==> config.mk <==
export PLATFORM = sky130hd
export DESIGN_NAME = minmax_tracker_16
export DESIGN_NICKNAME = d
export VERILOG_FILES = /design/src/rtl/minmax_tracker_16_pkg.sv /design/src/rtl/minmax_tracker_16_comp.sv /design/src/rtl/minmax_tracker_16.sv
export SDC_FILE = /design/constraint.sdc
export NUM_CORES = 1
export LEC_CHECK = 0
export BUFFER_PORTS_ARGS = -buffer_cell sky130_fd_sc_hd__buf_2
export CAP_MARGIN = 40
export CORE_AREA = 2 2 117 119
export DETAILED_ROUTE_END_ITERATION = 7
export DIE_AREA = 0 0 119 121
export PLACE_DENSITY = 0.55
export REMOVE_ABC_BUFFERS = 1
export SLEW_MARGIN = 20
export SYNTH_ARGS = -nofsm -noshare
export SYNTH_HDL_FRONTEND = slang
export SYNTH_SLANG_ARGS = --single-unit
==> constraint.sdc <==
create_clock -name clk -period 2.72 [get_ports clk]
set_input_delay 0.272 -clock clk [delete_from_list [all_inputs] [get_ports clk]]
set_output_delay 0.272 -clock clk [all_outputs]
set_load 0.01 [all_outputs]
==> src/rtl/minmax_tracker_16_pkg.sv <==
// ---------------------------------------------------------------------------
// minmax_tracker_16_pkg
//
// Purpose: shared definitions for the min/max tracker and its comparator.
//   - DATA_W  : sample width.
//   - state_t : FSM state encoding (2 bits), also driven out on dbg_state.
//   - ready_in_state() : which states accept sample beats.
// ---------------------------------------------------------------------------
package minmax_tracker_16_pkg;

    localparam int DATA_W = 16;

    typedef enum logic [1:0] {
        ST_IDLE  = 2'd0,
        ST_FIRST = 2'd1,
        ST_RUN   = 2'd2,
        ST_DONE  = 2'd3
    } state_t;

    // Beats are taken only while a batch is open.
    function automatic logic ready_in_state(input state_t s);
        return (s == ST_FIRST) || (s == ST_RUN);
    endfunction

endpackage

==> src/rtl/minmax_tracker_16_comp.sv <==
// ---------------------------------------------------------------------------
// comp_16
//
// Purpose: unsigned 16-bit magnitude comparator built as four cascaded
//   4-bit stages in the style of a 7485. The cascade inputs of the least
//   significant stage are tied G=0, E=1, L=0 so that a full-word tie
//   reports "equal".
//
// Ports:
//   i_a      [15:0]  operand A
//   i_b      [15:0]  operand B
//   o_a_g_b          A >  B
//   o_a_e_b          A == B
//   o_a_l_b          A <  B
// ---------------------------------------------------------------------------
module comp_16
    import minmax_tracker_16_pkg::*;
(
    input  logic [DATA_W-1:0] i_a,
    input  logic [DATA_W-1:0] i_b,
    output logic              o_a_g_b,
    output logic              o_a_e_b,
    output logic              o_a_l_b
);

    localparam int N_NIB = DATA_W / 4;

    // Cascade chain: index 0 is the tied-off input, index k+1 is the output
    // of nibble stage k. The most significant stage produces the result.
    logic [N_NIB:0] w_g;
    logic [N_NIB:0] w_e;
    logic [N_NIB:0] w_l;

    assign w_g[0] = 1'b0;
    assign w_e[0] = 1'b1;
    assign w_l[0] = 1'b0;

    for (genvar k = 0; k < N_NIB; k++) begin : g_stage
        logic [3:0] w_a_nib;
        logic [3:0] w_b_nib;
        logic       w_nib_gt;
        logic       w_nib_eq;
        logic       w_nib_lt;

        assign w_a_nib  = i_a[4*k +: 4];
        assign w_b_nib  = i_b[4*k +: 4];
        assign w_nib_gt = (w_a_nib > w_b_nib);
        assign w_nib_eq = (w_a_nib == w_b_nib);
        assign w_nib_lt = (w_a_nib < w_b_nib);

        // A higher nibble decides on its own; only on a nibble tie does the
        // verdict of the lower stages pass through.
        assign w_g[k+1] = w_nib_gt | (w_nib_eq & w_g[k]);
        assign w_e[k+1] = w_nib_eq & w_e[k];
        assign w_l[k+1] = w_nib_lt | (w_nib_eq & w_l[k]);
    end

    assign o_a_g_b = w_g[N_NIB];
    assign o_a_e_b = w_e[N_NIB];
    assign o_a_l_b = w_l[N_NIB];

endmodule

==> src/rtl/minmax_tracker_16.sv <==
// ---------------------------------------------------------------------------
// minmax_tracker_16
//
// Purpose: consumes a batch of unsigned 16-bit samples and tracks the running
//   maximum and minimum together with the 0-based index of their first
//   occurrence. Results are final while done is high.
//
// Handshake: a beat transfers on a rising clk edge where in_valid and
//   in_ready are both 1. in_ready is registered and depends only on the FSM
//   state; the upstream holds in_data/in_last stable until the transfer.
//   in_last is meaningful only on a transferring beat.
//
// Ports:
//   clk        system clock, rising edge
//   rst_n      synchronous reset, active-low
//   start      open a new batch (honoured in IDLE or DONE only)
//   in_valid   sample present
//   in_data    unsigned sample [15:0]
//   in_last    final sample of the batch
//   in_ready   block accepts a beat this cycle
//   max_out    largest sample so far [15:0]
//   min_out    smallest sample so far [15:0]
//   max_idx    index of first occurrence of max [CNT_W-1:0]
//   min_idx    index of first occurrence of min [CNT_W-1:0]
//   count      samples accepted, saturating [CNT_W-1:0]
//   ovf        sticky: batch longer than 2^CNT_W-1 samples
//   done       results final
//   dbg_state  current FSM state (state_t encoding) [1:0]
// ---------------------------------------------------------------------------
module minmax_tracker_16
    import minmax_tracker_16_pkg::*;
#(
    parameter int CNT_W = 8
) (
    input  logic              clk,
    input  logic              rst_n,
    input  logic              start,
    input  logic              in_valid,
    input  logic [DATA_W-1:0] in_data,
    input  logic              in_last,
    output logic              in_ready,
    output logic [DATA_W-1:0] max_out,
    output logic [DATA_W-1:0] min_out,
    output logic [CNT_W-1:0]  max_idx,
    output logic [CNT_W-1:0]  min_idx,
    output logic [CNT_W-1:0]  count,
    output logic              ovf,
    output logic              done,
    output logic [1:0]        dbg_state
);

    localparam logic [CNT_W-1:0] CNT_MAX = '1;
    localparam logic [CNT_W-1:0] CNT_ONE = CNT_W'(1);

    state_t              r_state;
    state_t              w_next_state;
    logic                r_in_ready;
    logic [DATA_W-1:0]   r_max;
    logic [DATA_W-1:0]   r_min;
    logic [CNT_W-1:0]    r_max_idx;
    logic [CNT_W-1:0]    r_min_idx;
    logic [CNT_W-1:0]    r_count;
    logic                r_ovf;
    logic                r_done;

    logic                w_accept;
    logic                w_cnt_sat;
    logic                w_max_gt;
    logic                w_max_eq;
    logic                w_max_lt;
    logic                w_min_gt;
    logic                w_min_eq;
    logic                w_min_lt;
    logic [3:0]          w_unused_cmp;

    assign w_accept  = in_valid & r_in_ready;
    assign w_cnt_sat = (r_count == CNT_MAX);

    // Max path: a strictly greater sample replaces the maximum.
    comp_16 u_cmp_max (
        .i_a     (in_data),
        .i_b     (r_max),
        .o_a_g_b (w_max_gt),
        .o_a_e_b (w_max_eq),
        .o_a_l_b (w_max_lt)
    );

    // Min path: a strictly smaller sample replaces the minimum.
    comp_16 u_cmp_min (
        .i_a     (in_data),
        .i_b     (r_min),
        .o_a_g_b (w_min_gt),
        .o_a_e_b (w_min_eq),
        .o_a_l_b (w_min_lt)
    );

    // Only one verdict per comparator drives an update; ties keep the
    // earlier occurrence.
    assign w_unused_cmp = {w_max_eq, w_max_lt, w_min_gt, w_min_eq};

    // ---------------------------------------------------------------------
    // Next-state logic
    // ---------------------------------------------------------------------
    always_comb begin
        w_next_state = r_state;
        case (r_state)
            ST_IDLE: begin
                if (start) w_next_state = ST_FIRST;
            end
            ST_FIRST: begin
                if (w_accept) w_next_state = in_last ? ST_DONE : ST_RUN;
            end
            ST_RUN: begin
                if (w_accept && in_last) w_next_state = ST_DONE;
            end
            ST_DONE: begin
                if (start) w_next_state = ST_FIRST;
            end
            default: w_next_state = ST_IDLE;
        endcase
    end

    // ---------------------------------------------------------------------
    // State register and datapath
    // ---------------------------------------------------------------------
    always_ff @(posedge clk) begin
        if (!rst_n) begin
            r_state    <= ST_IDLE;
            r_in_ready <= 1'b0;
            r_max      <= '0;
            r_min      <= '1;
            r_max_idx  <= '0;
            r_min_idx  <= '0;
            r_count    <= '0;
            r_ovf      <= 1'b0;
            r_done     <= 1'b0;
        end else begin
            r_state    <= w_next_state;
            // Registered from the next state so in_ready lines up with the
            // state it describes.
            r_in_ready <= ready_in_state(w_next_state);
            r_done     <= (w_next_state == ST_DONE);

            case (r_state)
                ST_IDLE, ST_DONE: begin
                    // Opening a batch clears the tallies; max/min/indices
                    // keep their old values until the first beat lands.
                    if (start) begin
                        r_count <= '0;
                        r_ovf   <= 1'b0;
                    end
                end
                ST_FIRST: begin
                    if (w_accept) begin
                        r_max     <= in_data;
                        r_min     <= in_data;
                        r_max_idx <= '0;
                        r_min_idx <= '0;
                        r_count   <= CNT_ONE;
                    end
                end
                ST_RUN: begin
                    if (w_accept) begin
                        // r_count equals the index of this beat until the
                        // counter saturates; after that indices pin at max.
                        if (w_max_gt) begin
                            r_max     <= in_data;
                            r_max_idx <= r_count;
                        end
                        if (w_min_lt) begin
                            r_min     <= in_data;
                            r_min_idx <= r_count;
                        end
                        if (w_cnt_sat) begin
                            r_ovf <= 1'b1;
                        end else begin
                            r_count <= r_count + CNT_ONE;
                        end
                    end
                end
                default: ;
            endcase
        end
    end

    assign in_ready  = r_in_ready;
    assign max_out   = r_max;
    assign min_out   = r_min;
    assign max_idx   = r_max_idx;
    assign min_idx   = r_min_idx;
    assign count     = r_count;
    assign ovf       = r_ovf;
    assign done      = r_done;
    assign dbg_state = r_state;

endmodule

==> metrics.yaml, run 1 <==
pwr:
  power.leakage_nw: 1.97
  ir_worst_vdd_mv: 0.331
  power_density_mw_per_mm2: 730
floorplan:
  core_mm2: 0.0131
  die_h_um: 121
  die_x_um: 119
  design.die.area_mm2: 0.0144
  initial_core_util_pct: 24.4
  std_cell_rows: 42
  num_io_pins: 82
routing:
  wl_per_cell_um: 13.8
  drc: 0
  dr.pass1.iters: 4
  via_count: 2720
  vias_per_cell: 4.47
  routed_wirelength_um: 8390
  ant_nets: 0
  drt_iter0_markers: 143
yosys:
  synth_warnings: 0
  async_flop_share_pct: 0
  syn_area_mm2: 0.00320
  synth_ff_type: "dfxtp_1"
  synthCells: 347
  synth_top_area_share_pct: 38.2
  yosys-top-cells-area: "dfxtp_1 38%, ha_1 14%, mux2i_1 6.3%"
  ys_ff_latch: 61
  yosysTopAreaCell: "dfxtp_1"
  seq_area_frac_synth_pct: 38.2
  syn_area_per_cell_um2: 9.21
  ys_types: 49
  synth_edf_count: 0
finish:
  area_growth_pct: 27.3
  diodes: 0
  nets: 484
  drive_gt1_share_pct: 26.6
  layout_common_cells: "81 x buf_2, 61 x dfxtp_1, 40 x nand2_1"
  layout_commonest_cell: "buf_2"
setup_path:
  path_cells: "inv_1 -> ha_1 -> a21oi_1 -> nor2b_1 -> o31ai_1 -> a41oi_2 -> nor3b_4 -> a22o_2"
  r2r_cells: 8
  r2r_start: "max_out[6]$_SDFFE_PN0P_"
  cpPeakStageDelay_ns: 0.65
  cp_num_cells: 8
  path_buf_inv: 1
  cp_max_fo: 16
  crit_family: "compound AO/OA/AOI/OAI gates"
  worstSetupEndpointType: "flop"
  rr_endpoint: "max_out[6]$_SDFFE_PN0P_"
  r2r_slack_ns: 0.24
  required_ns: 3.00
  crit_path_start: "max_out[6]$_SDFFE_PN0P_"
  critPathSlowestCell: "nor3b_4"
  startpoint_type: "flop"
  critical_path_arrival_ns: 2.77
  crit_type: "reg -> reg"
  critical_path.endpoint: "max_out[6]$_SDFFE_PN0P_"
place:
  hpwlAfterDp_um: 6480
  gp_congestion: 0.792
  port_buffers: 81
  dpl_worst_slack_ns: 0.258
cts:
  hold_buffers: 0
  post_cts.repair.setup_buffers: 0
  cts.sinks: 61
  clockBufferDepth: 2
  cts-resized-gates: 0
  clockRootBuffer: "clkbuf_16"
  cts_made_buffers: 9
  htreeDepth: 3
  clkLatencyLatePin_ns: 0.34
  clkTransAtPathRegs_ns: 0.06
  cts_tree: "done"
grt:
  grtUsageTotal_pct: 12.1
  grt_pass1_wl_um: 13600
  overflow: 0
  grt_max_degree: 27
  grt_pass1_vias: 2699
  antenna_found_initial: 0
timing:
  fmax_mhz: 403
  max_slew_margin_pct: 52.1
  hold_slack_ns: 0.164
  finalCriticalPeriod_ns: 2.48
  slew_violations: 0
  tightestPinTransition_ns: 0.718
  worst_slack_ns: 0.236
  finalCritPeriodShare_pct: 91.3
  skew_ns: 0.00723
  hold_viol: 0
  setup_viol: 0
  rsz0062_at_grt: "no"
job:
  cap_violations: 0
worst_hold_path:
  hold_path.class: "in -> reg"
status:
  status: "finished, final reports clean"
where the power goes:
group / total, W / internal, W / switching (W)
Clock: 0.00118 / 0.000741 / 0.000440
Combinational: 0.000759 / 0.000312 / 0.000447
Sequential: 0.00103 / 0.000965 / 0.0000645
Total: 0.00297 / 0.00202 / 0.000951
stage by stage:
step / setup TNS (ns) / power [W] / util, % / instances / cell area, um2
after floorplan: -13.56 / 0.00155 / - / 331 / 3090
after global placement: 0 / 0.00179 / 28.7 / 593 / 3760
after detailed placement: 0 / 0.00181 / 28.7 / 593 / 3760
after CTS: 0 / 0.00302 / 31.1 / 609 / 4070
after global routing: 0 / 0.00315 / 31.1 / 609 / 4070
final: 0 / 0.00297 / 31.1 / 609 / 4070
worst min-delay path by stage:
stage | slack [ns] | to | from | cells past startpoint
6_report | 0.16 | max_out[8]$_SDFFE_PN0P_ | in_data[8] | 2
5_1_grt | 0.17 | max_out[4]$_SDFFE_PN0P_ | in_data[4] | 2
4_1_cts | 0.15 | max_out[8]$_SDFFE_PN0P_ | in_data[8] | 2
3_5_place_dp | 0.45 | max_idx[4]$_SDFFE_PN0P_ | max_idx[4]$_SDFFE_PN0P_ | 2
3_3_place_gp | 0.44 | max_idx[2]$_SDFFE_PN0P_ | max_idx[2]$_SDFFE_PN0P_ | 2
2_1_floorplan | 0.33 | min_out[10]$_SDFFE_PN1P_ | rst_n | 1
cells in the mapped netlist (2+ instances only):
library cell / n
nor2b_1: 8
buf_2: 3
nand2_1: 40
and4_1: 2
o21ai_0: 15
nor3_1: 4
buf_6: 5
nor4_1: 2
a21boi_0: 3
inv_1: 34
clkbuf_1: 6
a21o_1: 4
a31oi_1: 2
nand3b_1: 5
a21oi_1: 11
nand3_1: 13
ha_1: 35
o31ai_1: 4
a22o_1: 10
and3_1: 4
nand2b_1: 3
nor2_1: 9
or2_1: 2
nand4_1: 2
and2_1: 7
dfxtp_1: 61
o211ai_1: 7
a22o_2: 6
mux2i_1: 20
cell families (layout without fill, tap and decap cells):
family	Yosys count	in the layout	share of synthesized area (%)
DFF	61	61	38.2
adders and majority gates	35	35	13.7
muxes	20	20	6.26
AOI/OAI and AO/OA	76	76	17.6
and+or+nand+nor	105	105	17.0
buffers and inverters	50	136	7.28
worst reg2reg max path: stages, from the launching register on:
cell	delay, ns
dfxtp_1	0.36
inv_1	0.06
ha_1	0.30
a21oi_1	0.16
nor2b_1	0.06
o31ai_1	0.33
a41oi_2	0.24
nor3b_4	0.65
a22o_2	0.26
flip-flops by register name (all words and copies together), names as in the netlist:
register   cells
count          8
min_out       16
min_idx        8
in_ready       1
max_idx        8
ovf            1
max_out       16
dbg_state      2
done           1
routing by layer:
metal	global-route usage, %	wire (um)
met1	14.4	3850
met2	19.5	3850
met3	4.61	512
met4	5.28	176
met5	0	0
final cells by class:
type,count,area [um2]
fill,1392,9020
multi-input combinational,236,1750
sequential,61,1220
timing repair buffer,86,443
clock buffer,10,239
tap,176,220
inverter,34,128
clock inverter,6,70.1
Note: power is estimated with default switching activity, not from simulation.
==> run 2, diff against run 1 <==
--- a/config.mk
+++ b/config.mk
@@ -11,7 +11,6 @@
 export DETAILED_ROUTE_END_ITERATION = 7
 export DIE_AREA = 0 0 119 121
 export PLACE_DENSITY = 0.55
-export REMOVE_ABC_BUFFERS = 1
 export SLEW_MARGIN = 20
 export SYNTH_ARGS = -nofsm -noshare
 export SYNTH_HDL_FRONTEND = slang
==> run 2 against run 1 <==
Compared with the run above: critical path depth did not move; clock skew is 0.0034 ns lower; clock power grew 8%; utilization increased by 0.28 points; worst hold slack better by 0.0041 ns; design area rose by 0.89%; final cell count decreased by 0.16%; wire length is 1.3% higher; total power is 3.7% higher; die area unchanged; global-route usage increased by 0.21 points; register-to-register slack improved by 0.09 ns; highest routed layer unchanged.
==> metrics.yaml, run 2 (synthesis results as in run 1) <==
floorplan:
  die_x_um: 119  # unchanged
  initial_core_util_pct: 24.4  # unchanged
  core_mm2: 0.0131  # unchanged
  die_h_um: 121  # unchanged
  design.die.area_mm2: 0.0144  # unchanged
  num_io_pins: 82  # unchanged
  std_cell_rows: 42  # unchanged
timing:
  finalCriticalPeriod_ns: 2.39  # -0.0895 ns
  tightestPinTransition_ns: 0.746  # +0.0287 ns
  fmax_mhz: 418  # +3.7%
  max_slew_margin_pct: 50.2  # -1.9 points
  skew_ns: 0.00387  # -0.00336 ns
  hold_viol: 0  # unchanged
  setup_tns_ns: 0  # unchanged
  setup_viol: 0  # unchanged
  finalCritPeriodShare_pct: 88.0  # -3.3 points
  rsz0062_at_grt: "no"
  slew_violations: 0  # unchanged
  hold_slack_ns: 0.168  # +0.00406 ns
cts:
  clockRootBuffer: "clkbuf_16"
  hold_buffers: 0  # unchanged
  cts_made_buffers: 9  # unchanged
  cts.sinks: 61  # unchanged
  cts-resized-gates: 0  # unchanged
  clockBufferDepth: 2  # unchanged
  post_cts.repair.setup_buffers: 0  # unchanged
  cts_tree: "done"
  clkTransAtPathRegs_ns: 0.05  # about the same
  clkLatencyLatePin_ns: 0.34  # about the same
  htreeDepth: 3  # unchanged
finish:
  nets: 483  # -0.21%
  area_growth_pct: 28.4
  layout_commonest_cell: "buf_2"
  layout_common_cells: "81 x buf_2, 61 x dfxtp_1, 40 x nand2_1"
  fill_cells: 1402  # +0.72%
  regArea_mm2: 0.00122  # unchanged
  drive_gt1_share_pct: 25.9  # -0.63 points
  multi_input_area_mm2: 0.00175  # unchanged
  diodes: 0  # unchanged
setup_path:
  path_cells: "inv_1 -> ha_1 -> a21oi_1 -> nor2b_1 -> o31ai_1 -> a41oi_2 -> nor3b_4 -> a22o_2"
  r2r_slack_ns: 0.33  # +0.09 ns
  cp_max_fo: 16  # unchanged
  critical_path_arrival_ns: 2.68  # -0.09 ns
  critPathSlowestCell: "nor3b_4"
  cpPeakStageDelay_ns: 0.67  # +0.02 ns
  worstSetupEndpointType: "flop"
  required_ns: 3.00  # about the same
  startpoint_type: "flop"
  crit_type: "reg -> reg"
status:
  status: "finished, final reports clean"
worst_hold_path:
  hold_path.class: "in -> reg"
grt:
  grtUsageTotal_pct: 12.3  # +0.21 points
  antenna_found_initial: 0  # unchanged
  grt_pass1_wl_um: 13600  # +0.41%
  grt_pass1_vias: 2702  # +0.11%
  overflow: 0  # unchanged
  grt_max_degree: 48  # +78%
routing:
  drt_iter0_markers: 107  # -25%
  routed_wirelength_um: 8500  # +1.3%
  via_count: 2771  # +1.9%
  vias_per_cell: 4.56  # +2.0%
  wl_per_cell_um: 14.0  # +1.5%
  drc: 0  # unchanged
  dr.pass1.iters: 4  # unchanged
  ant_nets: 0  # unchanged
yosys:
  synth_nets: 403
place:
  hpwlAfterDp_um: 6400  # -1.2%
  port_buffers: 81  # unchanged
  gp_congestion: 0.790  # -0.25%
pwr:
  power_density_mw_per_mm2: 750  # +2.7%
  power.leakage_nw: 1.98  # +0.54%
  ir_worst_vdd_mv: 0.299  # -9.6%
job:
  cap_violations: 0  # unchanged
[run 2: cell types whose count changed in the layout (fill, tap and decap cells not counted), sizes merged]
cell and delta:
bufinv +1, clkbuf +3, clkinvlp +1, clkinv -3
buf -1, inv -2
[run 2: worst max-delay path, delay by kind of cell, from the launching register on]
kind	cells	cell delay (ns)
AOI/OAI and AO/OA	4	0.91
and+or+nand+nor	2	0.73
DFF	1	0.35
adders and majority gates	1	0.30
buffers and inverters	1	0.05
[run 2: power breakdown]
group          leakage, nW  internal, W  switching (W)
Combinational         1.33     0.000324       0.000450
Clock                0.156     0.000852       0.000420
Sequential           0.493     0.000965      0.0000656
[run 2: path summary, 6_finish.rpt]
check                          startpoint                  endpoint  depth (start not counted)
hold reg to reg   max_idx[1]$_SDFFE_PN0P_   max_idx[1]$_SDFFE_PN0P_                          2
setup reg to reg  max_out[6]$_SDFFE_PN0P_   max_out[7]$_SDFFE_PN0P_                          8
hold / removal                in_data[12]  max_out[12]$_SDFFE_PN0P_                          2
setup / recovery  max_out[6]$_SDFFE_PN0P_   max_out[7]$_SDFFE_PN0P_                          8
[run 2: layer usage]
| metal | vias to the layer above | wire length, um | global-route usage (%) |
|---|---|---|---|
| met1 | 1311 | 3990 | 15.6 |
| met3 | 11 | 469 | 4.04 |
| met5 | - | 0 | 0 |
| met4 | 0 | 159 | 5.65 |
| li1 | 1385 | - | - |
| met2 | 64 | 3890 | 19.0 |
[run 2: per-stage QoR]
step	util, %	instances	worst slack (ns)	instance area, um2	power [W]
after global routing	31.4	608	0.112	4110	0.00326
after floorplan	-	347	0.687	3200	0.00160
after detailed placement	28.9	592	0.269	3780	0.00182
after CTS	31.4	608	0.310	4110	0.00311
final	31.4	608	0.326	4110	0.00308
after global placement	28.9	592	0.330	3780	0.00180
[run 2: layout make-up]
| type | instances | share of cell area [%] |
|---|---|---|
| timing repair buffer | 85 | 11.2 |
| inverter | 34 | 3.11 |
| multi-input combinational | 236 | 42.6 |
| clock buffer | 13 | 6.34 |
| tap | 176 | 5.36 |
| clock inverter | 3 | 1.65 |
| sequential | 61 | 29.7 |
==> run 3, diff against run 2 <==
--- a/config.mk
+++ b/config.mk
@@ -7,10 +7,13 @@
 export LEC_CHECK = 0
 export BUFFER_PORTS_ARGS = -buffer_cell sky130_fd_sc_hd__buf_2
 export CAP_MARGIN = 40
+export CELL_PAD_IN_SITES_DETAIL_PLACEMENT = 1
+export CELL_PAD_IN_SITES_GLOBAL_PLACEMENT = 1
 export CORE_AREA = 2 2 117 119
 export DETAILED_ROUTE_END_ITERATION = 7
 export DIE_AREA = 0 0 119 121
-export PLACE_DENSITY = 0.55
+export PLACE_DENSITY = 0.65
+export SKIP_LAST_GASP = 1
 export SLEW_MARGIN = 20
 export SYNTH_ARGS = -nofsm -noshare
 export SYNTH_HDL_FRONTEND = slang
==> constraint.sdc (replaced) <==
create_clock -name clk -period 2.9 [get_ports clk]
set_input_delay 0.29 -clock clk [delete_from_list [all_inputs] [get_ports clk]]
set_output_delay 0.29 -clock clk [all_outputs]
set_load 0.01 [all_outputs]
==> run 3 against run 2 <==
Compared with the run above: utilization down 0.29 points; sequential share of layout area up 0.27 points; global-route usage up 1.1 points; non-clock buffer count up 1; die area unchanged; clock skew up 0.0042 ns; clock-buffer cell count down 2; worst hold slack better by 0.019 ns; register-to-register slack better by 0.25 ns; design area down 0.91%; maximum frequency up 3.1%; setup slack better by 0.25 ns; largest cell class unchanged.
==> metrics.yaml, run 3 (synthesis results as in run 1) <==
status:
  status: "finished, final reports clean"
setup_path:
  critical_path_arrival_ns: 2.52  # -0.16 ns
  crit_type: "reg -> reg"
  cp_max_fo: 36  # +20
  startpoint_type: "flop"
  worstSetupEndpointType: "flop"
  required_ns: 3.10  # +0.10 ns
  path_buf_inv: 2  # +1
  r2r_cells: 9  # +1
  r2r_slack_ns: 0.58  # +0.25 ns
  rr_endpoint: "min_out[5]$_SDFFE_PN1P_"
  r2r_start: "dbg_state[0]$_SDFF_PN0_"
  critPathSlowestCell: "buf_4"
  crit_family: "simple AND/OR/NAND/NOR gates"
  cpPeakStageDelay_ns: 0.45  # -0.22 ns
  path_cells: "inv_1 -> ha_1 -> or2_1 -> nand3_2 -> nor4_1 -> a22oi_2 -> buf_4 -> mux2i_1 -> nand2_1"
grt:
  grt_max_degree: 37  # -23%
  grt_use_met2_pct: 21.3  # +2.3 points
  use_met3_pct: 3.52  # -0.52 points
  grt_pass1_wl_um: 15200  # +12%
  busiest_layer: "met2"
  grtUsageTotal_pct: 13.5  # +1.1 points
  grt_pass1_vias: 2952  # +9.3%
  use_met1_pct: 17.7  # +2.1 points
  antenna_found_initial: 0  # unchanged
  overflow: 0  # unchanged
place:
  dp.cells: 593  # +0.17%
  postPlaceCellArea_mm2: 0.00376  # -0.46%
  port_buffers: 81  # unchanged
  hpwlAfterDp_um: 7100  # +11%
  gp_congestion: 0.778  # -1.5%
floorplan:
  num_io_pins: 82  # unchanged
  design.die.area_mm2: 0.0144  # unchanged
  die_h_um: 121  # unchanged
  die_x_um: 119  # unchanged
  core_mm2: 0.0131  # unchanged
  initial_core_util_pct: 24.4  # unchanged
  std_cell_rows: 42  # unchanged
timing:
  max_slew_margin_pct: 67.5  # +17 points
  setup_tns_ns: 0  # unchanged
  rsz0062_at_grt: "no"
  hold_viol: 0  # unchanged
  skew_ns: 0.00805  # +0.00418 ns
  setup_viol: 0  # unchanged
  slew_violations: 0  # unchanged
  finalCritPeriodShare_pct: 80.0  # -8.0 points
  fmax_mhz: 431  # +3.1%
  hold_slack_ns: 0.187  # +0.0188 ns
  tightestPinTransition_ns: 0.488  # -0.258 ns
  finalCriticalPeriod_ns: 2.32  # -0.0731 ns
worst_hold_path:
  hold_depth: 2  # unchanged
  min_from: "in_data[4]"
  hold_end: "max_out[4]$_SDFFE_PN0P_"
  hold_path.class: "in -> reg"
routing:
  ant_nets: 0  # unchanged
  drc: 0  # unchanged
  drt_iter0_markers: 84  # -21%
  routed_wirelength_um: 9240  # +8.8%
  vias_per_cell: 4.62  # +1.3%
  via_count: 2811  # +1.4%
  wl_per_cell_um: 15.2  # +8.6%
  dr.pass1.iters: 4  # unchanged
cts:
  clkTransAtPathRegs_ns: 0.05  # about the same
  cts_made_buffers: 9  # unchanged
  post_cts.repair.setup_buffers: 0  # unchanged
  hold_buffers: 0  # unchanged
  cts_tree: "done"
  clkLatencyLatePin_ns: 0.33  # about the same
  cts-resized-gates: 0  # unchanged
  cts.sinks: 61  # unchanged
  clockRootBuffer: "clkbuf_16"
  htreeDepth: 3  # unchanged
  clockBufferDepth: 2  # unchanged
finish:
  design_area_mm2: 0.00407  # -0.91%
  diodes: 0  # unchanged
  nets: 484  # +0.21%
  drive_gt1_share_pct: 26.1  # +0.17 points
  layout_commonest_cell: "buf_2"
  post-route-util_pct: 31.1  # -0.29 points
  layout_common_cells: "81 x buf_2, 61 x dfxtp_1, 40 x nand2_1"
  area_growth_pct: 27.2
  fin_cells: 609  # +0.16%
  fill_cells: 1576  # +12%
job:
  cap_violations: 0  # unchanged
pwr:
  power_density_mw_per_mm2: 697  # -7.1%
  ir_worst_vdd_mv: 0.243  # -19%
  power.leakage_nw: 1.97  # -0.48%
yosys:
  synth_nets: 403  # unchanged
-- run 3: cell count changes in the layout (fill, tap and decap cells not counted), sizes merged --
cell | before | now
clkinvlp | 1 | 0
clkinv | 0 | 3
buf | 85 | 86
clkbuf | 13 | 11
-- run 3: per-layer routing --
metal,up-vias,share of wire [%]
met4,0,1.5
li1,1389,-
met2,52,46
met5,-,0
met3,12,3.8
met1,1358,49
-- run 3: worst max path at each step --
stage / start / end / cells after the start
after floorplan: max_out[6]$_SDFFE_PN0P_ / max_out[0]$_SDFFE_PN0P_ / 9
after global placement: dbg_state[0]$_SDFF_PN0_ / min_out[6]$_SDFFE_PN1P_ / 9
after detailed placement: dbg_state[0]$_SDFF_PN0_ / min_out[5]$_SDFFE_PN1P_ / 9
after CTS: dbg_state[0]$_SDFF_PN0_ / min_out[5]$_SDFFE_PN1P_ / 9
after global routing: dbg_state[1]$_SDFF_PN0_ / min_out[2]$_SDFFE_PN1P_ / 8
final: dbg_state[0]$_SDFF_PN0_ / min_out[5]$_SDFFE_PN1P_ / 9
-- run 3: power breakdown --
group          internal [W]  total (W)  switching, W
registers          0.000905   0.000971     0.0000660
clock network      0.000747    0.00113      0.000386
logic              0.000296   0.000729      0.000433
total               0.00195    0.00283      0.000885
-- run 3: through the flow --
step                      worst slack (ns)  power [W]
final                                0.579    0.00283
after global placement               0.630    0.00169
after global routing                 0.351    0.00301
after floorplan                      0.867    0.00150
after detailed placement             0.563    0.00172
after CTS                            0.544    0.00288
-- run 3: area by class of cell --
class | instances | area, um2 | area share [%]
sequential | 61 | 1220 | 30.0
clock buffer | 11 | 233 | 5.72
timing repair buffer | 86 | 443 | 10.9
clock inverter | 5 | 75.1 | 1.85
multi-input combinational | 236 | 1750 | 43.0
tap | 176 | 220 | 5.41
inverter | 34 | 128 | 3.14
